==> src/rtl/vga_rx_decoder_if.sv <==
// Received VGA pins and the decoded pixel/timing outputs of the receive decoder.
// The decoder uses the slave side; the upstream source and any consumer use master.
interface vga_rx_decoder_if;
  logic       HSYNC_Sig;
  logic       VSYNC_Sig;
  logic [3:0] Red_Sig;
  logic [3:0] Green_Sig;
  logic [3:0] Blue_Sig;
  logic [9:0] pix_x;
  logic [9:0] pix_y;
  logic [11:0] pix_rgb;
  logic       pix_valid;
  logic       frame_start;
  logic       locked;
  logic       err_h;
  logic       err_v;

  modport master (
    output HSYNC_Sig, VSYNC_Sig, Red_Sig, Green_Sig, Blue_Sig,
    input  pix_x, pix_y, pix_rgb, pix_valid, frame_start, locked, err_h, err_v
  );

  modport slave (
    input  HSYNC_Sig, VSYNC_Sig, Red_Sig, Green_Sig, Blue_Sig,
    output pix_x, pix_y, pix_rgb, pix_valid, frame_start, locked, err_h, err_v
  );
endinterface

==> src/rtl/vga_rx_decoder.sv <==
// VGA receive decoder: recovers pixel coordinates and frame timing from HSYNC/VSYNC/RGB,
// checks line and frame length against the nominal timing and tracks lock.
//
// state     | meaning
// ----------+------------------------------------------------------------
// ST_SEARCH | no frame seen yet or timing error; checks suppressed
// ST_ALIGN  | one frame start seen; waiting for a clean second one
// ST_LOCKED | timing verified; pixels are reported as valid
module vga_rx_decoder #(
  parameter int H_SYNC   = 128,
  parameter int H_BACK   = 88,
  parameter int H_ACTIVE = 800,
  parameter int H_FRONT  = 40,
  parameter int V_SYNC   = 4,
  parameter int V_BACK   = 23,
  parameter int V_ACTIVE = 600,
  parameter int V_FRONT  = 1,
  parameter int SYNC_POL = 1
) (
  input  logic            vga_clk,
  input  logic            RST,
  vga_rx_decoder_if.slave vga
);

  localparam logic        SYNC_ACT = (SYNC_POL != 0);
  localparam logic [10:0] H_LAST   = 11'(H_SYNC + H_BACK + H_ACTIVE + H_FRONT - 1);
  localparam logic [10:0] H_LO     = 11'(H_SYNC + H_BACK);
  localparam logic [10:0] H_HI     = 11'(H_SYNC + H_BACK + H_ACTIVE);
  localparam logic [9:0]  V_LAST   = 10'(V_SYNC + V_BACK + V_ACTIVE + V_FRONT - 1);
  localparam logic [9:0]  V_LO     = 10'(V_SYNC + V_BACK);
  localparam logic [9:0]  V_HI     = 10'(V_SYNC + V_BACK + V_ACTIVE);
  localparam logic [10:0] H_MAX    = 11'h7FF;
  localparam logic [9:0]  V_MAX    = 10'h3FF;

  typedef enum logic [1:0] {
    ST_SEARCH = 2'd0,
    ST_ALIGN  = 2'd1,
    ST_LOCKED = 2'd2
  } state_t;

  state_t      state_q, state_d;
  logic        hs1_q, hs2_q, vs1_q, vs2_q;
  logic [11:0] rgb1_q;
  logic [10:0] h_cnt_q, h_cnt_d;
  logic [9:0]  v_cnt_q, v_cnt_d;
  logic        pend_q, pend_d;
  logic [9:0]  pix_x_q, pix_x_d, pix_y_q, pix_y_d;
  logic [11:0] pix_rgb_q, pix_rgb_d;
  logic        pix_valid_q, pix_valid_d;
  logic        frame_start_q, frame_start_d;
  logic        locked_q, locked_d;
  logic        err_h_q, err_h_d, err_v_q, err_v_d;

  logic h_edge, v_edge, frame, h_sat, chk, in_win;

  always_comb begin
    h_edge = (hs1_q == SYNC_ACT) && (hs2_q != SYNC_ACT);
    v_edge = (vs1_q == SYNC_ACT) && (vs2_q != SYNC_ACT);
    // a vsync edge coincident with an hsync edge belongs to that line
    frame  = h_edge && (pend_q || v_edge);
    pend_d = frame ? 1'b0 : (pend_q || v_edge);

    h_sat   = !h_edge && (h_cnt_q == H_MAX - 11'd1);
    h_cnt_d = h_edge ? 11'd0 : ((h_cnt_q == H_MAX) ? h_cnt_q : h_cnt_q + 11'd1);

    v_cnt_d = v_cnt_q;
    if (frame)       v_cnt_d = 10'd0;
    else if (h_edge) v_cnt_d = (v_cnt_q == V_MAX) ? v_cnt_q : v_cnt_q + 10'd1;

    chk     = (state_q != ST_SEARCH);
    err_h_d = chk && ((h_edge && (h_cnt_q != H_LAST)) || h_sat);
    err_v_d = chk && frame && (v_cnt_q != V_LAST);

    state_d = state_q;
    case (state_q)
      ST_SEARCH: if (frame) state_d = ST_ALIGN;
      ST_ALIGN: begin
        if (err_h_d || err_v_d) state_d = ST_SEARCH;
        else if (frame)         state_d = ST_LOCKED;
      end
      ST_LOCKED: if (err_h_d || err_v_d) state_d = ST_SEARCH;
      default:   state_d = ST_SEARCH;
    endcase

    // window is evaluated on the counts that will belong to the pixel now in stage 1
    in_win = (h_cnt_d >= H_LO) && (h_cnt_d < H_HI) && (v_cnt_d >= V_LO) && (v_cnt_d < V_HI);
    pix_valid_d   = in_win && (state_d == ST_LOCKED);
    pix_x_d       = pix_valid_d ? 10'(h_cnt_d - H_LO) : pix_x_q;
    pix_y_d       = pix_valid_d ? (v_cnt_d - V_LO) : pix_y_q;
    pix_rgb_d     = pix_valid_d ? rgb1_q : pix_rgb_q;
    frame_start_d = frame;
    locked_d      = (state_d == ST_LOCKED);
  end

  always_ff @(posedge vga_clk) begin
    if (RST) begin
      state_q       <= ST_SEARCH;
      hs1_q         <= !SYNC_ACT;
      hs2_q         <= !SYNC_ACT;
      vs1_q         <= !SYNC_ACT;
      vs2_q         <= !SYNC_ACT;
      rgb1_q        <= 12'd0;
      h_cnt_q       <= 11'd0;
      v_cnt_q       <= 10'd0;
      pend_q        <= 1'b0;
      pix_x_q       <= 10'd0;
      pix_y_q       <= 10'd0;
      pix_rgb_q     <= 12'd0;
      pix_valid_q   <= 1'b0;
      frame_start_q <= 1'b0;
      locked_q      <= 1'b0;
      err_h_q       <= 1'b0;
      err_v_q       <= 1'b0;
    end else begin
      state_q       <= state_d;
      hs1_q         <= vga.HSYNC_Sig;
      hs2_q         <= hs1_q;
      vs1_q         <= vga.VSYNC_Sig;
      vs2_q         <= vs1_q;
      rgb1_q        <= {vga.Red_Sig, vga.Green_Sig, vga.Blue_Sig};
      h_cnt_q       <= h_cnt_d;
      v_cnt_q       <= v_cnt_d;
      pend_q        <= pend_d;
      pix_x_q       <= pix_x_d;
      pix_y_q       <= pix_y_d;
      pix_rgb_q     <= pix_rgb_d;
      pix_valid_q   <= pix_valid_d;
      frame_start_q <= frame_start_d;
      locked_q      <= locked_d;
      err_h_q       <= err_h_d;
      err_v_q       <= err_v_d;
    end
  end

  assign vga.pix_x       = pix_x_q;
  assign vga.pix_y       = pix_y_q;
  assign vga.pix_rgb     = pix_rgb_q;
  assign vga.pix_valid   = pix_valid_q;
  assign vga.frame_start = frame_start_q;
  assign vga.locked      = locked_q;
  assign vga.err_h       = err_h_q;
  assign vga.err_v       = err_v_q;

endmodule
==> src/flat_wrapper.sv <==
// flat-port wrapper written by rule: the top's interface ports become plain ports
module vga_rx_decoder_flat 
#(
  parameter int H_SYNC   = 128,
  parameter int H_BACK   = 88,
  parameter int H_ACTIVE = 800,
  parameter int H_FRONT  = 40,
  parameter int V_SYNC   = 4,
  parameter int V_BACK   = 23,
  parameter int V_ACTIVE = 600,
  parameter int V_FRONT  = 1,
  parameter int SYNC_POL = 1
)
  (vga_clk, RST, vga_HSYNC_Sig, vga_VSYNC_Sig, vga_Red_Sig, vga_Green_Sig, vga_Blue_Sig, vga_pix_x, vga_pix_y, vga_pix_rgb, vga_pix_valid, vga_frame_start, vga_locked, vga_err_h, vga_err_v);
  vga_rx_decoder_if vga_i ();
  input  logic vga_clk;
  input  logic RST;
  input wire logic [$bits(vga_i.HSYNC_Sig)-1:0] vga_HSYNC_Sig;
  input wire logic [$bits(vga_i.VSYNC_Sig)-1:0] vga_VSYNC_Sig;
  input wire logic [$bits(vga_i.Red_Sig)-1:0] vga_Red_Sig;
  input wire logic [$bits(vga_i.Green_Sig)-1:0] vga_Green_Sig;
  input wire logic [$bits(vga_i.Blue_Sig)-1:0] vga_Blue_Sig;
  output wire logic [$bits(vga_i.pix_x)-1:0] vga_pix_x;
  output wire logic [$bits(vga_i.pix_y)-1:0] vga_pix_y;
  output wire logic [$bits(vga_i.pix_rgb)-1:0] vga_pix_rgb;
  output wire logic [$bits(vga_i.pix_valid)-1:0] vga_pix_valid;
  output wire logic [$bits(vga_i.frame_start)-1:0] vga_frame_start;
  output wire logic [$bits(vga_i.locked)-1:0] vga_locked;
  output wire logic [$bits(vga_i.err_h)-1:0] vga_err_h;
  output wire logic [$bits(vga_i.err_v)-1:0] vga_err_v;
  assign vga_i.HSYNC_Sig = vga_HSYNC_Sig;
  assign vga_i.VSYNC_Sig = vga_VSYNC_Sig;
  assign vga_i.Red_Sig = vga_Red_Sig;
  assign vga_i.Green_Sig = vga_Green_Sig;
  assign vga_i.Blue_Sig = vga_Blue_Sig;
  assign vga_pix_x = vga_i.pix_x;
  assign vga_pix_y = vga_i.pix_y;
  assign vga_pix_rgb = vga_i.pix_rgb;
  assign vga_pix_valid = vga_i.pix_valid;
  assign vga_frame_start = vga_i.frame_start;
  assign vga_locked = vga_i.locked;
  assign vga_err_h = vga_i.err_h;
  assign vga_err_v = vga_i.err_v;
  vga_rx_decoder #(.H_SYNC(H_SYNC), .H_BACK(H_BACK), .H_ACTIVE(H_ACTIVE), .H_FRONT(H_FRONT), .V_SYNC(V_SYNC), .V_BACK(V_BACK), .V_ACTIVE(V_ACTIVE), .V_FRONT(V_FRONT), .SYNC_POL(SYNC_POL)) u_core (.vga_clk(vga_clk), .RST(RST), .vga(vga_i));
endmodule
==> config.mk <==
export PLATFORM = sky130hd
export DESIGN_NAME = vga_rx_decoder_flat
export DESIGN_NICKNAME = d
export VERILOG_FILES = /design/src/rtl/vga_rx_decoder_if.sv /design/src/rtl/vga_rx_decoder.sv /design/src/flat_wrapper.sv
export SDC_FILE = /design/constraint.sdc
export NUM_CORES = 1
export LEC_CHECK = 0
export CORE_MARGIN = 5
export CORE_UTILIZATION = 30
export CTS_CLUSTER_DIAMETER = 150
export DETAILED_ROUTE_END_ITERATION = 10
export GPL_ROUTABILITY_DRIVEN = 0
export MAX_ROUTING_LAYER = met4
export PLACE_DENSITY_LB_ADDON = 0.1
export SLEW_MARGIN = 20
export SYNTH_ARGS = -nofsm -noshare
export SYNTH_HDL_FRONTEND = slang
export SYNTH_SLANG_ARGS = --single-unit
==> constraint.sdc <==
create_clock -name vga_clk -period 3.3 [get_ports vga_clk]
set_clock_uncertainty 0.15 [all_clocks]
set_input_delay 0.99 -clock vga_clk [delete_from_list [all_inputs] [get_ports vga_clk]]
set_output_delay 0.99 -clock vga_clk [all_outputs]
set_load 0.1 [all_outputs]
==> results of run 1 <==
==> how the worst min path moves through the flow <==
stage / from / to / slack, ns
finish: u_core.rgb1_q[1]$_SDFF_PP0_ / u_core.vga.pix_rgb[1]$_SDFFE_PP0P_ / 0.30
global route: u_core.rgb1_q[3]$_SDFF_PP0_ / u_core.vga.pix_rgb[3]$_SDFFE_PP0P_ / 0.32
CTS: u_core.rgb1_q[1]$_SDFF_PP0_ / u_core.vga.pix_rgb[1]$_SDFFE_PP0P_ / 0.30
detailed placement: u_core.rgb1_q[1]$_SDFF_PP0_ / u_core.vga.pix_rgb[1]$_SDFFE_PP0P_ / 0.29
global placement: u_core.rgb1_q[3]$_SDFF_PP0_ / u_core.vga.pix_rgb[3]$_SDFFE_PP0P_ / 0.28
floorplan: u_core.rgb1_q[0]$_SDFF_PP0_ / u_core.vga.pix_rgb[0]$_SDFFE_PP0P_ / 0.28
==> kinds of logic (layout without fill, tap and decap cells) <==
| kind of cell | count (synthesis) | in the layout | share of synthesized area [%] |
|---|---|---|---|
| AND/OR/NAND/NOR | 171 | 171 | 25.86 |
| AO/OA/AOI/OAI | 115 | 115 | 20.12 |
| flip-flops | 77 | 77 | 41.86 |
| buffers and inverters | 35 | 121 | 5.199 |
| XOR/XNOR | 16 | 16 | 3.806 |
| adder cells (fa/ha/maj) | 5 | 5 | 1.699 |
| multiplexers | 5 | 5 | 1.461 |
==> state kept, by name (all words and copies together), names as in the netlist <==
signal	flops
u_core.pend_q	1
u_core.vga.pix_rgb	12
u_core.vga.pix_x	10
u_core.vga.err_h	1
u_core.h_cnt_q	11
u_core.hs1_q	1
u_core.v_cnt_q	10
u_core.vga.pix_y	10
u_core.vga.locked	1
u_core.state_q	2
u_core.rgb1_q	12
u_core.vs2_q	1
u_core.hs2_q	1
u_core.vga.err_v	1
u_core.vs1_q	1
u_core.vga.frame_start	1
u_core.vga.pix_valid	1
==> what timing repair did <==
| action | 4_1_cts | 5_1_grt |
|---|---|---|
| gates resized for setup | 2 | 12 |
| gates cloned | 0 | 0 |
| hold buffers | 0 | 0 |
| endpoints found under the hold margin | 0 | 0 |
| setup endpoints to repair | 29 | 33 |
| setup buffers | 1 | 0 |
==> cells in the final DEF, fill, tap and decap left out, types with 3 or more instances in the layout <==
cell,netlist,layout
nor2_1,35,35
xor2_1,8,8
ha_1,5,4
clkdlybuf4s50_1,0,14
inv_1,6,5
nand2b_1,3,3
nor3b_1,4,4
nand3_1,28,28
a31oi_1,5,4
o2111ai_1,3,3
o211ai_1,3,3
o21ai_0,28,27
nor3_2,0,3
inv_6,0,3
nand4_1,13,13
buf_4,5,80
and3_1,6,6
buf_12,0,3
clkbuf_16,0,9
and2_1,7,7
a211oi_2,3,6
a211oi_1,6,3
nor3_1,18,15
o21a_1,3,3
o21ai_1,3,4
mux2_2,3,3
a21o_1,4,4
a311o_1,3,3
nand2_1,14,14
nor2b_1,22,22
dfxtp_1,77,76
or4_1,4,4
a21oi_1,39,39
xnor2_1,8,8
==> area by class of cell <==
class	instances	area share, %
tap	147	3.758
clock buffer	10	4.882
timing repair buffer	99	16.69
sequential	77	31.52
multi-input combinational	312	41.13
clock inverter	6	1.559
inverter	6	0.4601
==> critical path, cell delays in order, from the launching register on <==
cell,delay [ns]
dfxtp_1,0.36
ha_1,0.18
nand2_1,0.07
or3_1,0.33
nand2_1,0.13
xor2_1,0.21
nor2_1,0.09
ha_1,0.25
a21oi_1,0.19
nor3_2,0.11
or4_1,0.45
buf_4,0.22
a21oi_1,0.18
a211oi_2,0.06
==> stage by stage <==
stage               std cells  worst slack [ns]
floorplan                 424            0.1033
global placement          640          -0.02319
detailed placement        640          -0.06399
CTS                       657          0.003719
global route              657          0.009648
finish                    657            0.2060
==> power by group through the flow <==
stage	Sequential (mW)	Clock, mW	Combinational (mW)
3_3_place_gp	0.973	0	0.109
4_1_cts	0.952	1.08	0.110
2_1_floorplan	0.976	0	0.0542
5_1_grt	0.954	1.11	0.121
3_5_place_dp	0.974	0	0.110
6_report	0.953	1.04	0.109
==> metal layers <==
| layer | track usage, % | wire length (um) | up-vias |
|---|---|---|---|
| met5 | - | 0 | - |
| met4 | 4.391 | 185 | 0 |
| met3 | 3.321 | 426 | 18 |
| met2 | 23.47 | 4761 | 87 |
| met1 | 19.73 | 5076 | 1614 |
| li1 | - | - | 1720 |
==> metrics.txt, run 1 <==
outcome finished clean; Slew @ Worst Pin approximately 0.6 ns; register area ~0.0015 mm2; Comb pwr share ~5.2%; I/O pin count 53; layout cells sized above 1 between 20% and 30%; setup tns final 0 ns; top cells by area, synth dfxtp_1, a21oi_1, nand3_1; H-Tree Level Count 3; Synth Net Count between 400 and 500; CP arrival 3.17 ns; CP Launch Point u_core.v_cnt_q[1]$_SDFF_PP0_; Initial Utilization 30.66%; Unique masters post-synth 59; Post-Syn Instances between 400 and 500; antenna violations before repair 0; Startpoint Class flip-flop; Pleak approximately 1.9 nW; All-Layer GR Usage about 15%; Clock power frac 49.6%; Post-DP HPWL 7593 um; crit path kind flip-flop to flip-flop; clock slew at reported path FFs roughly 0.06 ns; Crit. End Element flip-flop; EDFF count, synth 0; CTS Root Cell clkbuf_16; r2r startpoint u_core.v_cnt_q[1]$_SDFF_PP0_; crit path to u_core.vga.pix_y[7]$_SDFFE_PP0P_; hold crit path type flip-flop to flip-flop; # DRC 0; Post-DP Area about 0.0045 mm2; Top FF cell, synth dfxtp_1; sequential fraction of the synthesis area between 40% and 50%; core area around 0.012 mm2; unrepaired setup endpoints after global routing false; multi-input logic area between 0.002 and 0.0025 mm2; design area about 0.0049 mm2; Die X ~120 um; Syn. warnings 0; Net Switching about 500 uW; final global-route overflow total 0; TritonRoute pass-1 iters 5; synthesized area between 0.003 and 0.004 mm2; latest clock arrival within the worst-skew pair ~0.34 ns; Slew Limit Headroom 59.66%; required time of the worst setup path between 3 and 4 ns; Async SR Flop Fraction 0%; # rows 40; Area growth, synth to finish 32.93%; synth cell count leaders dfxtp_1, a21oi_1, nor2_1, nand3_1, o21ai_0; Total Wirelength ~10000 um; Tot Pwr about 2.1 mW; Initial DRC Count between 200 and 250; WL/cell 15.91 um; Die Ht around 120 um; CTS Buf Count 9; Nets 526; Fin Hold WS about 0.30 ns; leading area contributor after synthesis dfxtp_1; Slew Viols, Final 0; Port Buffers 52; Hold Crit Depth 2; first-pass GRT wire length ~17000 um; via count about 3400; number of fill cells 1254; TritonCTS clock tree yes; most common cell in the netlist dfxtp_1; final hold violations 0; f_max between 0.3 and 0.4 GHz; Max IR drop VDD roughly 0.00025 V; sequential power share between 40 and 50%; worst-path fanout max 15; period utilization between 90% and 100%; Reg2Reg Setup Slack about 0.2 ns; pin count of the biggest net entering global routing 49; Synth top area share 41.86%; Max-cap violations 0; Setup-failing EPs final 0; via/cell ratio about 5.2; largest buffer count on any clock path 2; clock sink count between 70 and 80; Power Dens Cells ~430 mW/mm2; Sw Share approximately a quarter; minimum clock period slightly above 3 ns; syn_area_per_cell slightly below 9 um2; Seq cells post-synth 77; Worst R2R End u_core.vga.pix_y[7]$_SDFFE_PP0P_; Internal Power 1.616 mW; Ant. Diodes 0; ANT nets after route 0; final core utilization 40.75%; vias in the first global route roughly 3300; DIE AREA between 0.01 and 0.015 mm2; R2R cell count 13
Power figures use the tool's default switching activity.
==> run 2, diff against run 1 <==
--- a/config.mk
+++ b/config.mk
@@ -9,7 +9,7 @@
 export CORE_UTILIZATION = 30
 export CTS_CLUSTER_DIAMETER = 150
 export DETAILED_ROUTE_END_ITERATION = 10
-export GPL_ROUTABILITY_DRIVEN = 0
+export GPL_ROUTABILITY_DRIVEN = 1
 export MAX_ROUTING_LAYER = met4
 export PLACE_DENSITY_LB_ADDON = 0.1
 export SLEW_MARGIN = 20
==> constraint.sdc (replaced) <==
create_clock -name vga_clk -period 3.2 [get_ports vga_clk]
set_clock_uncertainty 0.15 [all_clocks]
set_input_delay 0.96 -clock vga_clk [delete_from_list [all_inputs] [get_ports vga_clk]]
set_output_delay 0.96 -clock vga_clk [all_outputs]
set_load 0.02 [all_outputs]
==> run 2 against run 1 <==
Sequential cell count did not move. Worst setup slack lost 0.10 ns. Utilization rose by 1.9 points. Worst hold slack worse by 0.00087 ns. Maximum frequency barely moved. Largest power group is now registers.
==> metrics.txt, run 2 (synthesized netlist as in run 1, its figures left out) <==
CTS Root Cell clkbuf_16; TritonCTS clock tree yes; largest buffer count on any clock path 2 (unchanged); hold crit path type flip-flop to flip-flop; Fin Hold WS 0.2963 ns (-0.0008670 ns); most common cell after layout, fill and taps aside dfxtp_1; Slew @ Worst Pin 0.5078 ns (-0.09104 ns); # rows 40 (unchanged); H-Tree Level Count 3 (unchanged); CTS Hold Buffers Added 0 (unchanged); R2R cell count 14 (+1); ANT nets after route 0 (unchanged); I/O pin count 53 (unchanged); f_max 0.3230 GHz (about the same); via count 3525 (+2.5%); Nets 544 (+3.4%); Post-DP Area 0.004659 mm2 (+3.3%); pin count of the biggest net entering global routing 46 (-6.1%); Setup-failing EPs final 0 (unchanged); All-Layer GR Usage 15.61% (+0.54 points); Initial Utilization 30.66% (unchanged); vias in the first global route 3506 (+5.5%); # DRC 0 (unchanged); design area 0.005129 mm2 (+4.8%); minimum clock period 3.096 ns (+0.002067 ns); TritonRoute pass-1 iters 4 (-1); final core utilization 42.70% (+1.9 points); Post-DP HPWL 7688 um (+1.3%); Slew Limit Headroom 65.89% (+6.2 points); Die X 120.8 um (unchanged); Slew Viols, Final 0 (unchanged); Port Buffers 52 (unchanged); Total Wirelength 10750 um (+2.9%); final hold violations 0 (unchanged); Hold Crit Depth 2 (unchanged); Area growth, synth to finish 39.28%; Die Ht 120.8 um (unchanged); layout cells sized above 1 22.54% (-2.4 points); latest clock arrival within the worst-skew pair 0.34 ns (about the same); first-pass GRT wire length 17660 um (+3.5%); Startpoint Class flip-flop; Initial DRC Count 311 (+31%); final global-route overflow total 0 (unchanged); fin cells 675 (+2.7%); clock slew at reported path FFs 0.06 ns (about the same); Placed Cells incl. Taps 651 (+1.7%); DIE AREA 0.01459 mm2 (unchanged); CTS Buf Count 9 (unchanged); Max IR drop VDD 0.0001889 V (-24%); CP arrival 3.18 ns (about the same); clock sink count 77 (unchanged); worst-path fanout max 5 (-10); commonest cells after routing, fill and taps aside dfxtp_1, buf_4, clkdlybuf4s50_1, a21oi_1, nor2_1; Power Dens Cells 406.2 mW/mm2 (-5.6%); via/cell ratio 5.222 (-0.23%); Max-cap violations 0 (unchanged); crit path kind flip-flop to flip-flop; WL/cell 15.92 um (+0.12%); Pleak 1.878 nW (-1.9%); Tot Pwr 2.083 mW (-1.1%); period utilization 96.75% (+3.0 points); outcome finished clean; Crit. End Element flip-flop; required time of the worst setup path 3.28 ns (-0.09 ns); GP Congestion approximately 0.89; core area 0.01201 mm2 (unchanged); Ant. Diodes 0 (unchanged); antenna violations before repair 0 (unchanged)
-- run 2: power by group --
part / switching, mW / internal (mW)
clock network: 0.423 / 0.555
registers: 0.00754 / 0.975
logic: 0.0643 / 0.0585
-- run 2: critical path: stages, from the launching register on --
cell      delay [ns]
dfxtp_1         0.33
ha_2            0.18
nand2_1         0.07
or3_4           0.35
nand2_4         0.10
mux2i_2         0.24
nor2_1          0.07
ha_1            0.20
a31oi_1         0.19
o221ai_1        0.15
nand4_1         0.14
nand4b_1        0.14
buf_4           0.18
nor2_8          0.16
mux2_2          0.34
-- run 2: repair_timing --
action                     4_1_cts  5_1_grt
pin swaps                        0       13
setup endpoints to repair       31       33
gates cloned                     0        0
buffers inserted                 0        8
hold endpoints to repair         0        0
resized for setup                2       29
-- run 2: layer usage --
metal | share of wire [%] | global-route usage (%)
met2 | 47 | 24.24
met1 | 47 | 20.39
met3 | 4.4 | 3.508
met5 | 0 | -
met4 | 1.4 | 4.674
-- run 2: final timing paths --
kind / end / slack (ns) / start
worst max register to register: u_core.vga.pix_x[1]$_SDFFE_PP0P_ / 0.10 / u_core.v_cnt_q[0]$_SDFF_PP0_
worst max-delay path: u_core.vga.pix_x[1]$_SDFFE_PP0P_ / 0.10 / u_core.v_cnt_q[0]$_SDFF_PP0_
worst min-delay path: u_core.vga.pix_rgb[6]$_SDFFE_PP0P_ / 0.30 / u_core.rgb1_q[6]$_SDFF_PP0_
worst min register to register: u_core.vga.pix_rgb[6]$_SDFFE_PP0P_ / 0.30 / u_core.rgb1_q[6]$_SDFF_PP0_
-- run 2: layout make-up --
| type | count | area (um2) |
|---|---|---|
| Fill cell | 1249 | 6883 |
| Multi-Input combinational cell | 312 | 2061 |
| Sequential cell | 77 | 1545 |
| Timing Repair Buffer | 117 | 1032 |
| Clock buffer | 11 | 242.7 |
| Tap cell | 147 | 183.9 |
| Clock inverter | 5 | 41.29 |
| Inverter | 6 | 22.52 |
-- run 2: metrics by stage --
| stage | setup TNS, ns | setup WS (ns) |
|---|---|---|
| final | 0 | 0.1039 |
| after global routing | -0.03502 | -0.01771 |
| after CTS | 0 | 0.0007871 |
| after detailed placement | -1.326 | -0.09957 |
| after global placement | -0.6081 | -0.06167 |
| after floorplan | 0 | 0.003348 |
==> edit (flow settings as in run 2) <==
`pix_y_q` no longer has a reset.
--- a/src/rtl/vga_rx_decoder.sv
+++ b/src/rtl/vga_rx_decoder.sv
@@ -105,5 +105,4 @@
       pend_q        <= 1'b0;
       pix_x_q       <= 10'd0;
-      pix_y_q       <= 10'd0;
       pix_rgb_q     <= 12'd0;
       pix_valid_q   <= 1'b0;
@@ -123,5 +122,4 @@
       pend_q        <= pend_d;
       pix_x_q       <= pix_x_d;
-      pix_y_q       <= pix_y_d;
       pix_rgb_q     <= pix_rgb_d;
       pix_valid_q   <= pix_valid_d;
@@ -131,4 +129,8 @@
       err_v_q       <= err_v_d;
     end
+  end
+
+  always_ff @(posedge vga_clk) begin
+    pix_y_q <= pix_y_d;
   end
 
Behaviour: no difference found for any inputs over 10 cycles, from zero or initial values and one cycle with RST high; that may be too few to reach the edited logic, so the function may still have changed.
==> edit against run 2 <==
- design area shrank 2.3%
- fmax shrank 0.70%
- sequential cell count is the same
- count of clock-buffer cells in the layout grew 1
- combinational power shrank 4%
- global-route usage shrank 1.9 points
- area after synthesis shrank 2.3%
- setup slack lost 0.022 ns
- total power grew 1.7%
- via count shrank 13%
- utilization shrank 0.46 points
- routed wire length shrank 11%
- highest routed layer unchanged
==> edit: results <==
[route]
post_drt_wl_per_cell_um = 15.3
wirelength_met1_um = 4530
wl_met2_um = 4560
vias_per_cell = 4.93
drt_iter0_markers = 94

[pwr]
p_int_w = 0.00165
sequentialPowerShare_pct = 47.3
power.ir.vdd_worst_mv = 0.179

[synthesis]
synth_mux_area_share_pct = 7.37
post_synth_xor_area_fraction_pct = 3.17
yosys-top-cells-count = 67 x sky130_fd_sc_hd__dfxtp_1, 38 x sky130_fd_sc_hd__nand2_1, 32 x sky130_fd_sc_hd__nor2_1, 27 x sky130_fd_sc_hd__nor2b_1, 19 x sky130_fd_sc_hd__mux2i_1
yosysUniqueCellTypes = 60
synth_top_cells_by_area = sky130_fd_sc_hd__dfxtp_1 37%, sky130_fd_sc_hd__edfxtp_1 8.3%, sky130_fd_sc_hd__mux2i_1 5.3%, sky130_fd_sc_hd__nor2b_1 4.7%, sky130_fd_sc_hd__nand2_1 4.0%
mappedNetlistNets = 405
synth-edff-count = 10
synth_compound_gate_area_share_pct = 13.1

[global_routing]
global_route_wire_length_before_repair_um = 15300
track_usage_pct = 13.7

[setup_path]
worst_path_largest_cell_delay_ns = 0.37
crit_start = u_core.v_cnt_q[1]
critical_path.slowest_cell = sky130_fd_sc_hd__dfxtp_4

[place]
dp.final_hpwl_um = 6620
routability_driven_placement_congestion_ratio = 0.904
dpl_worst_slack_ns = 0.0641

[layout]
layout-drive-gt1-share_pct = 19.7
finalNetCount = 494

[worst_hold_path]
hold_path_end = u_core.vga.pix_rgb[3]

[outcome]
status = finished clean
## edit: through the flow
| stage | std cells | util [%] | TNS (ns) |
|---|---|---|---|
| finish | 625 | 42.2 | 0 |
| CTS | 613 | 40.3 | 0 |
| detailed placement | 597 | 37.8 | 0 |
| floorplan | 384 | - | 0 |
| global route | 625 | 42.2 | -0.0382 |
| global placement | 597 | 37.8 | 0 |
## edit: worst reg2reg max path, cell delays in order, from the launching register on
cell and delay [ns]:
sky130_fd_sc_hd__dfxtp_4 0.37, sky130_fd_sc_hd__ha_4 0.13, sky130_fd_sc_hd__nand4_1 0.11, sky130_fd_sc_hd__o31ai_1 0.28, sky130_fd_sc_hd__buf_4 0.18, sky130_fd_sc_hd__xor2_1 0.07, sky130_fd_sc_hd__or2_4 0.27, sky130_fd_sc_hd__inv_4 0.06
sky130_fd_sc_hd__ha_4 0.13, sky130_fd_sc_hd__inv_2 0.04, sky130_fd_sc_hd__nor3_2 0.14, sky130_fd_sc_hd__a31oi_1 0.06, sky130_fd_sc_hd__o21bai_1 0.23, sky130_fd_sc_hd__o2111ai_2 0.17, sky130_fd_sc_hd__buf_4 0.18, sky130_fd_sc_hd__buf_12 0.13
sky130_fd_sc_hd__mux2_4 0.30
## edit: what timing repair did
action | 4_1_cts | 5_1_grt
setup endpoints to repair | 0 | 32
setup buffers | 0 | 8
gates resized for setup | 0 | 22
hold buffers | 0 | 0
## edit: final cells by class
cell class	instances	area share (%)
clock inverters	4	0.624
clock buffers	12	5.34
repair buffers	100	19.4
flip-flops and latches	77	32.9
well taps	147	3.67
inverters	9	0.824
multi-input cells	276	37.3
## edit: metal layers
metal  GRT usage, %  vias up
met3           3.11       12
met5              -        -
li1               -     1550
met4           6.37        0
met1           16.9     1467
met2           21.4       50
